File: config.mk
export PLATFORM = sky130hd
export DESIGN_NAME = simon_engine_flat
export DESIGN_NICKNAME = d
export VERILOG_FILES = /design/src/rtl/simon_pkg.sv /design/src/rtl/simon_if.sv /design/src/rtl/simon_pattern_mem.sv /design/src/rtl/simon_engine.sv /design/src/flat_wrapper.sv
export SDC_FILE = /design/constraint.sdc
export NUM_CORES = 1
export LEC_CHECK = 0
export ABC_AREA = 0
export CAP_MARGIN = 20
export CORE_UTILIZATION = 60
export CTS_CLUSTER_DIAMETER = 30
export DETAILED_ROUTE_END_ITERATION = 8
export GPL_TIMING_DRIVEN = 0
export PLACE_DENSITY = 0.77
export SYNTH_ARGS = -nofsm -noshare
export SYNTH_HDL_FRONTEND = slang
export SYNTH_HIERARCHICAL = 1
export SYNTH_SLANG_ARGS = --single-unit
export TNS_END_PERCENT = 1
File: constraint.sdc
create_clock -name clk -period 11.15 [get_ports clk]
set_input_delay 2.7875 -clock clk [delete_from_list [all_inputs] [get_ports clk]]
set_output_delay 2.7875 -clock clk [all_outputs]
set_load 0.1 [all_outputs]
File: src/rtl/simon_pkg.sv
// Shared types for the Simon memory game: FSM state encoding and mode LED patterns.
package simon_pkg;

  typedef enum logic [2:0] {
    ST_INPUT,
    ST_PLAYBACK,
    ST_REPEAT,
    ST_LOSE,
    ST_WIN
  } state_t;

  localparam logic [2:0] LEDS_INPUT    = 3'b001;
  localparam logic [2:0] LEDS_PLAYBACK = 3'b010;
  localparam logic [2:0] LEDS_REPEAT   = 3'b100;
  localparam logic [2:0] LEDS_LOSE     = 3'b111;
  localparam logic [2:0] LEDS_WIN      = 3'b011;

endpackage

File: src/rtl/simon_if.sv
// Player/display bus of the Simon engine; the engine is the slave, the front panel the master.
interface simon_if #(
  parameter int W     = 4,
  parameter int DEPTH = 16
);
  localparam int CW = $clog2(DEPTH + 1);

  logic          pat_valid;
  logic [W-1:0]  pat_in;
  logic [W-1:0]  pat_out;
  logic          pat_out_valid;
  logic [2:0]    mode_leds;
  logic [CW-1:0] count;

  modport master (
    output pat_valid, pat_in,
    input  pat_out, pat_out_valid, mode_leds, count
  );

  modport slave (
    input  pat_valid, pat_in,
    output pat_out, pat_out_valid, mode_leds, count
  );

endinterface

File: src/rtl/simon_pattern_mem.sv
// Pattern store: synchronous write, asynchronous read, deliberately not reset.
module simon_pattern_mem #(
  parameter int W     = 4,
  parameter int DEPTH = 16,
  parameter int AW    = 4
) (
  input  logic          clk,
  input  logic          we,
  input  logic [AW-1:0] wr_addr,
  input  logic [W-1:0]  wr_data,
  input  logic [AW-1:0] rd_addr,
  output logic [W-1:0]  rd_data
);

  logic [W-1:0] mem [DEPTH];

  always_ff @(posedge clk) begin
    if (we) mem[wr_addr] <= wr_data;
  end

  assign rd_data = mem[rd_addr];

endmodule

File: src/rtl/simon_engine.sv
// Simon game controller: records one symbol per round, plays the pattern back and
// checks the player's repeat, ending in a terminal LOSE or WIN replay loop.
//
//   state    | meaning
//   INPUT    | waiting for the setter's next one-hot symbol
//   PLAYBACK | showing mem[0..count-1], PLAY_TICKS cycles each
//   REPEAT   | player re-enters the pattern, TIMEOUT idle cycles per symbol
//   LOSE     | terminal, replays the pattern forever
//   WIN      | terminal, pattern reached DEPTH, replays forever
module simon_engine
  import simon_pkg::*;
#(
  parameter int W          = 4,
  parameter int DEPTH      = 16,
  parameter int PLAY_TICKS = 8,
  parameter int TIMEOUT    = 64
) (
  input  logic     clk,
  input  logic     rst,
  simon_if.slave   bus
);

  localparam int CW   = $clog2(DEPTH + 1);
  localparam int AW   = (DEPTH > 1) ? $clog2(DEPTH) : 1;
  localparam int TMAX = (PLAY_TICKS > TIMEOUT) ? PLAY_TICKS : TIMEOUT;
  localparam int TW   = $clog2(TMAX + 1);

  localparam logic [TW-1:0] PLAY_LAST = TW'(PLAY_TICKS - 1);
  localparam logic [TW-1:0] TO_LAST   = TW'(TIMEOUT - 1);
  localparam logic [CW-1:0] DEPTH_C   = CW'(DEPTH);

  state_t        state;
  logic [2:0]    mode_leds;
  logic          show;
  logic [CW-1:0] count;
  logic [CW-1:0] index;
  logic [TW-1:0] timer;

  logic [W-1:0]  rd_data;
  logic [CW-1:0] last;
  logic          legal;
  logic          match;
  logic          we;

  assign last  = count - CW'(1);
  assign legal = $onehot(bus.pat_in);
  assign match = (bus.pat_in == rd_data);
  // rst gates the write so a same-cycle strobe cannot touch memory
  assign we    = !rst && (state == ST_INPUT) && bus.pat_valid && legal;

  simon_pattern_mem #(
    .W    (W),
    .DEPTH(DEPTH),
    .AW   (AW)
  ) u_mem (
    .clk    (clk),
    .we     (we),
    .wr_addr(count[AW-1:0]),
    .wr_data(bus.pat_in),
    .rd_addr(index[AW-1:0]),
    .rd_data(rd_data)
  );

  always_ff @(posedge clk) begin
    if (rst) begin
      state     <= ST_INPUT;
      mode_leds <= LEDS_INPUT;
      show      <= 1'b0;
      count     <= '0;
      index     <= '0;
      timer     <= '0;
    end else begin
      case (state)
        ST_INPUT: begin
          if (bus.pat_valid && legal) begin
            count     <= count + CW'(1);
            index     <= '0;
            timer     <= '0;
            state     <= ST_PLAYBACK;
            mode_leds <= LEDS_PLAYBACK;
            show      <= 1'b1;
          end
        end
        ST_PLAYBACK: begin
          if (timer == PLAY_LAST) begin
            timer <= '0;
            if (index == last) begin
              index     <= '0;
              state     <= ST_REPEAT;
              mode_leds <= LEDS_REPEAT;
              show      <= 1'b0;
            end else begin
              index <= index + CW'(1);
            end
          end else begin
            timer <= timer + TW'(1);
          end
        end
        ST_REPEAT: begin
          if (bus.pat_valid) begin
            timer <= '0;
            if (match) begin
              if (index == last) begin
                index <= '0;
                if (count == DEPTH_C) begin
                  state     <= ST_WIN;
                  mode_leds <= LEDS_WIN;
                  show      <= 1'b1;
                end else begin
                  state     <= ST_INPUT;
                  mode_leds <= LEDS_INPUT;
                end
              end else begin
                index <= index + CW'(1);
              end
            end else begin
              index     <= '0;
              state     <= ST_LOSE;
              mode_leds <= LEDS_LOSE;
              show      <= 1'b1;
            end
          end else if (timer == TO_LAST) begin
            timer     <= '0;
            index     <= '0;
            state     <= ST_LOSE;
            mode_leds <= LEDS_LOSE;
            show      <= 1'b1;
          end else begin
            timer <= timer + TW'(1);
          end
        end
        ST_LOSE, ST_WIN: begin
          if (timer == PLAY_LAST) begin
            timer <= '0;
            index <= (index == last) ? '0 : index + CW'(1);
          end else begin
            timer <= timer + TW'(1);
          end
        end
        default: begin
          state     <= ST_INPUT;
          mode_leds <= LEDS_INPUT;
          show      <= 1'b0;
          index     <= '0;
          timer     <= '0;
        end
      endcase
    end
  end

  assign bus.pat_out_valid = show;
  assign bus.pat_out       = show ? rd_data : '0;
  assign bus.mode_leds     = mode_leds;
  assign bus.count         = count;

endmodule

File: src/flat_wrapper.sv
// flat-port wrapper written by rule: the top's interface ports become plain ports
module simon_engine_flat import simon_pkg::*;
#(
  parameter int W          = 4,
  parameter int DEPTH      = 16,
  parameter int PLAY_TICKS = 8,
  parameter int TIMEOUT    = 64
)
  (clk, rst, bus_pat_valid, bus_pat_in, bus_pat_out, bus_pat_out_valid, bus_mode_leds, bus_count);
  simon_if #(.W(W), .DEPTH(DEPTH)) bus_i ();
  input  logic clk;
  input  logic rst;
  input wire logic [$bits(bus_i.pat_valid)-1:0] bus_pat_valid;
  input wire logic [$bits(bus_i.pat_in)-1:0] bus_pat_in;
  output wire logic [$bits(bus_i.pat_out)-1:0] bus_pat_out;
  output wire logic [$bits(bus_i.pat_out_valid)-1:0] bus_pat_out_valid;
  output wire logic [$bits(bus_i.mode_leds)-1:0] bus_mode_leds;
  output wire logic [$bits(bus_i.count)-1:0] bus_count;
  assign bus_i.pat_valid = bus_pat_valid;
  assign bus_i.pat_in = bus_pat_in;
  assign bus_pat_out = bus_i.pat_out;
  assign bus_pat_out_valid = bus_i.pat_out_valid;
  assign bus_mode_leds = bus_i.mode_leds;
  assign bus_count = bus_i.count;
  simon_engine #(.W(W), .DEPTH(DEPTH), .PLAY_TICKS(PLAY_TICKS), .TIMEOUT(TIMEOUT)) u_core (.clk(clk), .rst(rst), .bus(bus_i));
endmodule
==> metrics.txt <==
run status=finished clean; area grow syn2layout=12.2%; RSZ-0062 raised after global routing=no; H-tree Lvls=3; period utilisation layout=between 50% and 60%; hold_sp=u_core/bus.mode_leds[1]$_SDFFE_PP0P_; Fmax=between 150 and 200 MHz; vias post-DR=around 2900; met2 wire length=approximately 4300 um; starting density of the core=a little over three fifths; ys async rst share=0%; total gr overflow=0; Max-slew headroom=between 30% and 40%; worst vdd ir=roughly 0.00013 V; critical path class=input pin to register; Power Total=roughly 850 uW; core area=roughly 0.007 mm2; Post-Synthesis Cell Area=~0.0043 mm2; Worst EP required=between 10000 and 15000 ps; DR WL/cell=19.8 um; Slew @ Worst Pin=between 900 and 1000 ps; largest cells by area after synthesis=edfxtp_1 44%, dfxtp_1 11%, mux4_1 8.5%; synthesis-stage register bit count=between 80 and 90; Post-synth EDFFs=64; # resized after CTS=0; die area=roughly 0.0076 mm2; postcts setup bufs=0; Yosys top cell area share=~44%; Top Layer Used=met4; Clk Latency, worst-skew pair=roughly 360 ps; Post-route DRC=0; n_diodes=0; Cell Rows=30; Yosys warnings=6; CTS tree=done; Avg Inst Size Synth=about 13 um2; post-synthesis cell count=between 300 and 400; global-route wire length before repair=14300 um; Clock transition at path regs=~80 ps; I/O Pins=20; Max Cap Viol=0; initial antenna violation count=0; Max Slew Vio Count=0; Hold WC Path Type=register to register; Cell variety after synth=67; Synth Flop Type=edfxtp_1; DR pass1 iterations=4; PortBufs=19; Hold Violations, Final=0; Worst EP arrival=about 6600 ps; Sinks on Clock Net=between 80 and 90; largest net degree at the start of global routing=19; fin crit period=between 6000 and 7000 ps; Post-CTS Hold Fix Bufs=0; post-DP HPWL=6030 um; layout cells sized above 1=13.7%; area leader, netlist=edfxtp_1; Static Leak=around 0.0017 uW; WL final=8990 um; multi-input logic area=between 0.0015 and 0.002 mm2; Die Ht=slightly below 90 um; Met3 Wirelength=between 500 and 600 um; RR Startpoint=u_core/index[1]$_SDFFE_PP0P_; fill count=507; commonest non-fill, non-tap cells in the layout=64 x edfxtp_1, 26 x nor2_1, 23 x dfxtp_1; maximum clock path buffer count=2; PwrDens=174 mW/mm2; Setup TNS=0 ps; fin cells=roughly 450; clk_skew=6.50 ps; critical path peak fanout=18; Post-DRT Antenna Nets=0; register area share after synthesis=around 55%; gp weighted congestion=roughly 0.87; nets@finish=approximately 370; commonest non-fill, non-tap cell in the layout=edfxtp_1; placed cells=439; Avg Vias per Cell=about 6.3; CTS buffer count=9; Syn Nets=roughly 340; final setup fails=0; Worst Setup SP=bus_pat_in[0]; vias in the first global route=~2700; metal1 wirelength=between 4000 and 5000 um; Die X=between 80 and 90 um; All-Layer GR Usage=26.2%; Setup crit end kind=register; initial drt markers=255; crit path launch type=input pin; Root Driver=clkbuf_8; Reg area=approximately 0.0024 mm2
## registers in the layout (all words and copies together), names as in the netlist
name and count:
u_core/bus.mode_leds 2, u_core/state 3, u_core/bus.count 5, u_core/index 5, u_core/bus.pat_out_valid 1, u_core/timer 7, u_core/u_mem/mem 64
## kinds of logic (layout without fill, tap and decap cells)
logic type,after synthesis,count (layout),synth area share [%]
XOR/XNOR,17,17,3.43
flip-flops,87,87,54.9
multiplexers,19,19,10.2
adder cells (fa/ha/maj),7,7,2.19
AO/OA/AOI/OAI,48,48,9.88
buffers and inverters,25,59,3.49
AND/OR/NAND/NOR,121,121,16.0
## critical path, cell delays in order
cell,delay [ps]
clkdlybuf4s50_1,900
inv_1,140
fa_1,550
inv_1,40
ha_1,180
ha_1,300
and4bb_1,330
nand2_1,150
nor2_1,270
or3b_2,520
nor3_1,440
## stage by stage
stage | worst slack (ps) | area [um2] | util [%] | hold slack, ps
after floorplan | 5590 | 4340 | - | 466
after global placement | 4240 | 4650 | 67.4 | 453
after detailed placement | 4190 | 4650 | 67.4 | 469
after CTS | 4530 | 4870 | 70.5 | 480
after global routing | 4310 | 4870 | 70.5 | 500
final | 4520 | 4870 | 70.5 | 471
## power breakdown
group	internal [uW]	total [uW]	leakage (uW)	switching (uW)
Combinational	78.1	236	0.000779	158
Clock	127	242	0.000112	115
Sequential	358	369	0.000762	11.3
## worst paths after layout
path / slack, ps / cells past startpoint / end
worst max-delay path: 4520 / 11 / u_core/u_mem/mem[0][3]$_DFFE_PP_
worst min-delay path: 470 / 2 / u_core/bus.mode_leds[1]$_SDFFE_PP0P_
worst min register to register: 470 / 2 / u_core/bus.mode_leds[1]$_SDFFE_PP0P_
worst max register to register: 7820 / 10 / u_core/index[2]$_SDFFE_PP0P_
## Yosys cell counts (5+ instances only)
cell      number
nand2_1       22
ha_1           6
a21oi_1        5
mux4_1        14
nand4_1        6
xor2_1        10
nor3_1        16
xnor2_1        7
o21ai_0        7
edfxtp_1      64
nand3_1       16
a22oi_1        5
dfxtp_1       23
nor2_1        26
inv_1         11
## metal layers
metal / up-vias / track usage [%]
li1: 1320 / -
met1: 1423 / 36.4
met2: 106 / 41.6
met3: 16 / 5.21
met4: 0 / 8.79
met5: - / 0
## layout make-up
class | instances | share of cell area (%)
Multi-Input combinational cell | 212 | 37.1
Buffer | 13 | 2.18
Tap cell | 96 | 2.47
Clock buffer | 9 | 2.54
Sequential cell | 87 | 48.9
Timing Repair Buffer | 19 | 3.90
Clock inverter | 6 | 1.93
Inverter | 12 | 0.925
No activity file was read; power rests on OpenSTA's default activity.
